==> src/rtl/game_pkg.sv <==
// -----------------------------------------------------------------------------
// game_pkg
// Shared definitions for the game input path.
//   btn_state_e        : per-button debounce FSM state encoding
//   DIR_U/D/L/R        : bit index of each direction in direction vectors
//   DB_CYCLES_DEFAULT  : default debounce qualification length (5 ms @ 100 MHz)
// -----------------------------------------------------------------------------
package game_pkg;

    typedef enum logic [1:0] {
        IDLE      = 2'd0,
        PRESS_CHK = 2'd1,
        HELD      = 2'd2,
        REL_CHK   = 2'd3
    } btn_state_e;

    localparam int DIR_U = 0;
    localparam int DIR_D = 1;
    localparam int DIR_L = 2;
    localparam int DIR_R = 3;

    localparam int NUM_DIRS = 4;

    localparam int DB_CYCLES_DEFAULT = 500000;

endpackage

==> src/rtl/btn_debounce_ch.sv <==
// -----------------------------------------------------------------------------
// btn_debounce_ch
// One push-button channel: 2-flop synchronizer, debounce FSM with a
// qualification counter, and a sticky press flag held until the slow game
// tick has had a chance to see it.
//   clk         : board clock
//   rst         : asynchronous active-high reset
//   btn_i       : raw asynchronous button, active-high
//   game_tick_i : one-cycle strobe where the slow domain samples its inputs
//   level       : debounced held level (high in HELD or REL_CHK)
//   press_p     : sticky press flag, cleared by game_tick_i
// -----------------------------------------------------------------------------
module btn_debounce_ch
    import game_pkg::*;
#(
    parameter int DB_CYCLES = DB_CYCLES_DEFAULT,
    parameter int CNT_W     = 20
) (
    input  logic clk,
    input  logic rst,
    input  logic btn_i,
    input  logic game_tick_i,
    output logic level,
    output logic press_p
);

    localparam logic [CNT_W-1:0] CNT_LAST = CNT_W'(DB_CYCLES - 1);

    logic [1:0]       sync_q;
    logic             s;
    btn_state_e       state_q, state_d;
    logic [CNT_W-1:0] cnt_q, cnt_d;
    logic             flag_q, flag_d;
    logic             press_ev;

    // Two-flop synchronizer: the raw button is captured on the first flop and
    // becomes the usable value s one edge later.
    always_ff @(posedge clk or posedge rst) begin
        if (rst) begin
            sync_q <= 2'b00;
        end else begin
            sync_q <= {sync_q[0], btn_i};
        end
    end

    assign s = sync_q[1];

    // State, qualification counter and sticky flag registers.
    always_ff @(posedge clk or posedge rst) begin
        if (rst) begin
            state_q <= IDLE;
            cnt_q   <= '0;
            flag_q  <= 1'b0;
        end else begin
            state_q <= state_d;
            cnt_q   <= cnt_d;
            flag_q  <= flag_d;
        end
    end

    // Debounce FSM. Any disagreement of s during a CHK state drops back to the
    // previous stable state, so the next attempt restarts from a zero count.
    // The counter stops at CNT_LAST because that value always leaves the CHK
    // state, so it can never wrap. A press event fires only on the
    // PRESS_CHK->HELD edge; a bounce back from REL_CHK is not a new press.
    // The sticky flag gives set priority over the tick clear.
    always_comb begin
        state_d  = state_q;
        cnt_d    = cnt_q;
        press_ev = 1'b0;
        case (state_q)
            IDLE: begin
                if (s) begin
                    state_d = PRESS_CHK;
                    cnt_d   = '0;
                end
            end
            PRESS_CHK: begin
                if (!s) begin
                    state_d = IDLE;
                end else if (cnt_q == CNT_LAST) begin
                    state_d  = HELD;
                    press_ev = 1'b1;
                end else begin
                    cnt_d = cnt_q + CNT_W'(1);
                end
            end
            HELD: begin
                if (!s) begin
                    state_d = REL_CHK;
                    cnt_d   = '0;
                end
            end
            REL_CHK: begin
                if (s) begin
                    state_d = HELD;
                end else if (cnt_q == CNT_LAST) begin
                    state_d = IDLE;
                end else begin
                    cnt_d = cnt_q + CNT_W'(1);
                end
            end
            default: begin
                state_d = IDLE;
                cnt_d   = '0;
            end
        endcase
        flag_d = press_ev | (flag_q & ~game_tick_i);
    end

    assign level   = (state_q == HELD) || (state_q == REL_CHK);
    assign press_p = flag_q;

endmodule

==> src/rtl/btn_conditioner.sv <==
// -----------------------------------------------------------------------------
// btn_conditioner
// Conditions the four raw board buttons for the block/character controller.
// Each button is synchronized and debounced, opposing directions cancel on
// the held levels, and press flags stay up until the next game tick.
//   clk, rst                      : board clock, async active-high reset
//   btn_u, btn_d, btn_l, btn_r    : raw asynchronous buttons, active-high
//   game_tick                     : slow-domain sampling strobe (1 clk wide)
//   up, down, left, right         : debounced levels with opposing-pair masking
//   up_p, down_p, left_p, right_p : sticky press flags (never masked)
// -----------------------------------------------------------------------------
module btn_conditioner
    import game_pkg::*;
#(
    parameter int DB_CYCLES = DB_CYCLES_DEFAULT,
    parameter int CNT_W     = 20
) (
    input  logic clk,
    input  logic rst,
    input  logic btn_u,
    input  logic btn_d,
    input  logic btn_l,
    input  logic btn_r,
    input  logic game_tick,
    output logic up,
    output logic down,
    output logic left,
    output logic right,
    output logic up_p,
    output logic down_p,
    output logic left_p,
    output logic right_p
);

    logic [NUM_DIRS-1:0] btn_vec;
    logic [NUM_DIRS-1:0] lvl_vec;
    logic [NUM_DIRS-1:0] press_vec;

    assign btn_vec[DIR_U] = btn_u;
    assign btn_vec[DIR_D] = btn_d;
    assign btn_vec[DIR_L] = btn_l;
    assign btn_vec[DIR_R] = btn_r;

    for (genvar i = 0; i < NUM_DIRS; i++) begin : g_ch
        btn_debounce_ch #(
            .DB_CYCLES (DB_CYCLES),
            .CNT_W     (CNT_W)
        ) u_ch (
            .clk         (clk),
            .rst         (rst),
            .btn_i       (btn_vec[i]),
            .game_tick_i (game_tick),
            .level       (lvl_vec[i]),
            .press_p     (press_vec[i])
        );
    end

    // Pushing both buttons of an opposing pair means "no direction" on that
    // axis, so the controller never sees a contradictory held input.
    assign up    = lvl_vec[DIR_U] & ~lvl_vec[DIR_D];
    assign down  = lvl_vec[DIR_D] & ~lvl_vec[DIR_U];
    assign left  = lvl_vec[DIR_L] & ~lvl_vec[DIR_R];
    assign right = lvl_vec[DIR_R] & ~lvl_vec[DIR_L];

    assign up_p    = press_vec[DIR_U];
    assign down_p  = press_vec[DIR_D];
    assign left_p  = press_vec[DIR_L];
    assign right_p = press_vec[DIR_R];

endmodule

==> config.mk <==
export PLATFORM = sky130hd
export DESIGN_NAME = btn_conditioner
export DESIGN_NICKNAME = d
export VERILOG_FILES = /design/src/rtl/game_pkg.sv /design/src/rtl/btn_debounce_ch.sv /design/src/rtl/btn_conditioner.sv
export SDC_FILE = /design/constraint.sdc
export NUM_CORES = 1
export LEC_CHECK = 0
export CORE_MARGIN = 2
export CORE_UTILIZATION = 60
export DETAILED_ROUTE_END_ITERATION = 12
export GPL_ROUTABILITY_DRIVEN = 0
export GPL_TIMING_DRIVEN = 0
export HOLD_SLACK_MARGIN = 0.02
export PLACE_DENSITY = 0.86
export SYNTH_ARGS = -nofsm -noshare
export SYNTH_HDL_FRONTEND = slang
export SYNTH_SLANG_ARGS = --single-unit
==> constraint.sdc <==
create_clock -name clk -period 5.55 [get_ports clk]
set_input_delay 1.11 -clock clk [delete_from_list [all_inputs] [get_ports clk]]
set_output_delay 1.11 -clock clk [all_outputs]
set_load 0.01 [all_outputs]
==> results.md <==
* Status: finished, final reports clean
* Worst slew margin at 0.364
* Post-synthesis sequential area ratio at 0.476
* Place WS at 3.27 ns
* Vias post-DR at 4264
* Setup violators final at 0
* Hold Path Origin: g_ch[2].u_ch.sync_q[0]$_DFF_PP0_
* Crit path DAT at 1.56 ns
* Synth Area per Inst at 9.69 sq um
* Port buffer count at 14
* Initial DRC count at 264
* Clk_skew at 0.0107 ns
* Leakage at 2.45 nW
* Final HPWL DP at 7620 um
* Fmax at 0.375 GHz
* Number of remaining DRC errors at 0
* WHS Path Cells at 0
* Layout area overhead at 9.87%
* Worst vdd ir at 0.000164 V
* Cell Area, Synth at 5260 sq um
* Worst-case reg-to-reg path depth at 4
* Post-synth top area share at 0.476
* Switching share of power at 0.246
* Final worst path period need at 2.67 ns
* Simple-gate share of the synthesized area at 0.283
* Synth Area in Adders at 0.00951
* Vias in the first global route at 4136
* First-pass DRT Iterations at 5
* Clk pwr share at 0.365
* Routed length per placed instance at 16.1 um
* Yosys cell types at 69
* Die X at 97.6 um
* Share of cells above drive strength 1 at 0.0819
* IO Pins at 15
* CORE AREA at 8590 sq um
* Grt ovf at 0
* Final setup TNS at 0 ns
* Die ar. at 9530 sq um
* Final Hold Viols at 0
* Reg-to-reg endpoint: g_ch[1].u_ch.cnt_q[9]$_DFFE_PP0P_
* EDFF count, synth at 0
* Worst EP required at 4.44 ns
* Cts bufs inserted at 9
* PwrDens at 239 nW/um^2
* Slew Viols, Final at 0
* Syn Nets at 554
* Max FO, Critical Path at 6
* Mux share of post-synthesis cell area at 0.0131
* Max Cap Violations at 0
* Vias per inst at 6.25
* Number of antenna violations at the first check in global routing at 0
* Synth area leader: dfrtp_1
* Chip Height at 97.6 um
* Complex-gate fraction of the synthesized area at 0.117
* Global-route wire length before repair at 18900 um
* Post-CTS sizing at 0
* Clock Path Buffers at 2
* H-tree depth at 3
* CTS tree: done
* Largest net degree at the start of global routing at 71
* Largest family of logic cells by synthesized area: simple AND/OR/NAND/NOR gates
* Initial Utilization at 0.612
* YS warnings at 0
* Reg clk slew, reported paths at 0.09 ns
* Comb pwr share at 0.070
* Hold EP: g_ch[2].u_ch.sync_q[1]$_DFF_PP0_
* Post-Synth XOR/XNOR Area at 0.0732
* FF-to-FF setup slack at 3.45 ns
* Unrepaired setup endpoints after global routing: no
* Clk root buf: clkbuf_8
* Slew @ Worst Pin at 0.948 ns
* Post-route setup slack at 2.88 ns
* Setup bufs post-CTS at 0
* # nets final at 580
* Seq cells post-synth at 100
* Antenna diode count at 0
* Post-route ant nets at 0
* Total Routing Usage GR at 0.240
* Total Routed Length at 11000 um
* Critical path capture point type: primary output
* Int Power at 1.04 mW
* Critical path class: reg -> out
* Skew-Pair Late Insertion Delay at 0.36 ns
* Synth top area cells: dfrtp_1, xor2_1, nand4_1
* Flop pwr share at 0.565
* Startpoint type of the worst setup path: flop
* Hold Path Class: reg -> reg
* NetSw at 0.341 mW
* Mapped Cells at 543
* Top FF cell, synth: dfrtp_1
* Clock sink count at 100
* Post-CTS Hold Buffers at 0
* Asr flop ratio synth at 1.00
* Period utilisation layout at 0.481
* Rows at 34
[power groups by stage]
stage                     Sequential, mW  Clock, mW  Combinational [mW]
after global placement             0.792          0              0.0904
after detailed placement           0.794          0              0.0985
after global routing               0.785      0.544               0.110
final                              0.781      0.504              0.0971
after CTS                          0.780      0.516              0.0986
after floorplan                    0.787          0              0.0717
[per-stage QoR]
| stage | power (mW) | std cells | utilization | area [sq um] | hold slack, ns |
|---|---|---|---|---|---|
| floorplan | 0.858 | 543 | - | 5260 | 0.331 |
| global placement | 0.882 | 665 | 0.644 | 5540 | 0.332 |
| detailed placement | 0.892 | 666 | 0.648 | 5570 | 0.335 |
| CTS | 1.39 | 682 | 0.673 | 5780 | 0.357 |
| global route | 1.44 | 682 | 0.673 | 5780 | 0.360 |
| finish | 1.38 | 682 | 0.673 | 5780 | 0.356 |
[logic make-up (layout without fill, tap and decap cells)]
kind of cell               Yosys count  count (layout)
DFF                                100             100
adders and majority gates            4               4
xor gates and xnor gates            44              44
muxes                                6               6
AOI/OAI and AO/OA                   90              90
buffers and inverters               37              68
and+or+nand+nor                    262             262
[registers in the layout, summed over array words and instances, names as in the netlist, named ones only]
name               cells
g_ch.u_ch.sync_q       8
g_ch.u_ch.press_p      4
g_ch.u_ch.state_q      4
g_ch.u_ch.cnt_q       80
[layout make-up]
class	instances	area (sq um)
Buffer	22	93.8
Clock buffer	10	128
Clock inverter	6	86.3
Fill cell	648	2810
Inverter	15	58.8
Multi-Input combinational cell	406	2610
Sequential cell	100	2500
Tap cell	108	135
Timing Repair Buffer	15	168
[layout by cell type (no fill, tap or decap), types with 6 or more instances in the layout]
cell type	count
a21oi_1	13
xor2_1	37
o211ai_1	7
clkdlybuf4s50_1	14
nand2_1	46
and4_1	7
xnor2_1	7
clkbuf_1	14
nand2b_1	6
nor2_1	62
and3_1	9
dfrtp_1	100
buf_2	7
nor2b_1	6
o21ai_0	19
a22o_1	6
clkbuf_8	9
nand4_1	38
inv_1	14
o31ai_1	8
nand3_1	35
[Yosys cell counts, types with 4 or more instances]
library cell,instances
nor3b_1,4
nor3_1,4
nor2b_1,6
nand2_1,46
xor2_1,37
a22o_1,6
a21o_1,5
o22ai_1,5
inv_1,15
clkbuf_1,13
nand4b_1,4
nand2b_1,6
a31oi_1,5
xnor2_1,7
o211ai_1,7
dfrtp_1,100
nor2_1,62
and3_1,9
a21oi_1,13
and4_1,7
buf_2,7
o311ai_0,4
and2_1,4
nand4_1,38
ha_1,4
o31ai_1,8
o21ai_0,19
or3_1,5
nand3_1,35
[per-layer routing]
metal / track usage / wire length (um) / vias up
li1: - / - / 2037
met1: 0.318 / 4830 / 2081
met2: 0.408 / 5550 / 136
met3: 0.0353 / 501 / 10
met4: 0.0780 / 108 / 0
met5: 0 / 0 / -
[critical path, stage by stage (launching register included)]
cell and delay [ns]:
dfrtp_1 0.50, nor2b_1 0.17, clkdlybuf4s50_1 0.53
[how the worst max path moves through the flow]
stage | to | cells after the start
CTS | down | 2
detailed placement | down | 2
finish | down | 2
global route | down | 2
floorplan | asynchronous set/reset pin | 1
global placement | g_ch[2].u_ch.cnt_q[6]$_DFFE_PP0P_ | 2
Note: power is estimated with default switching activity, not from simulation.
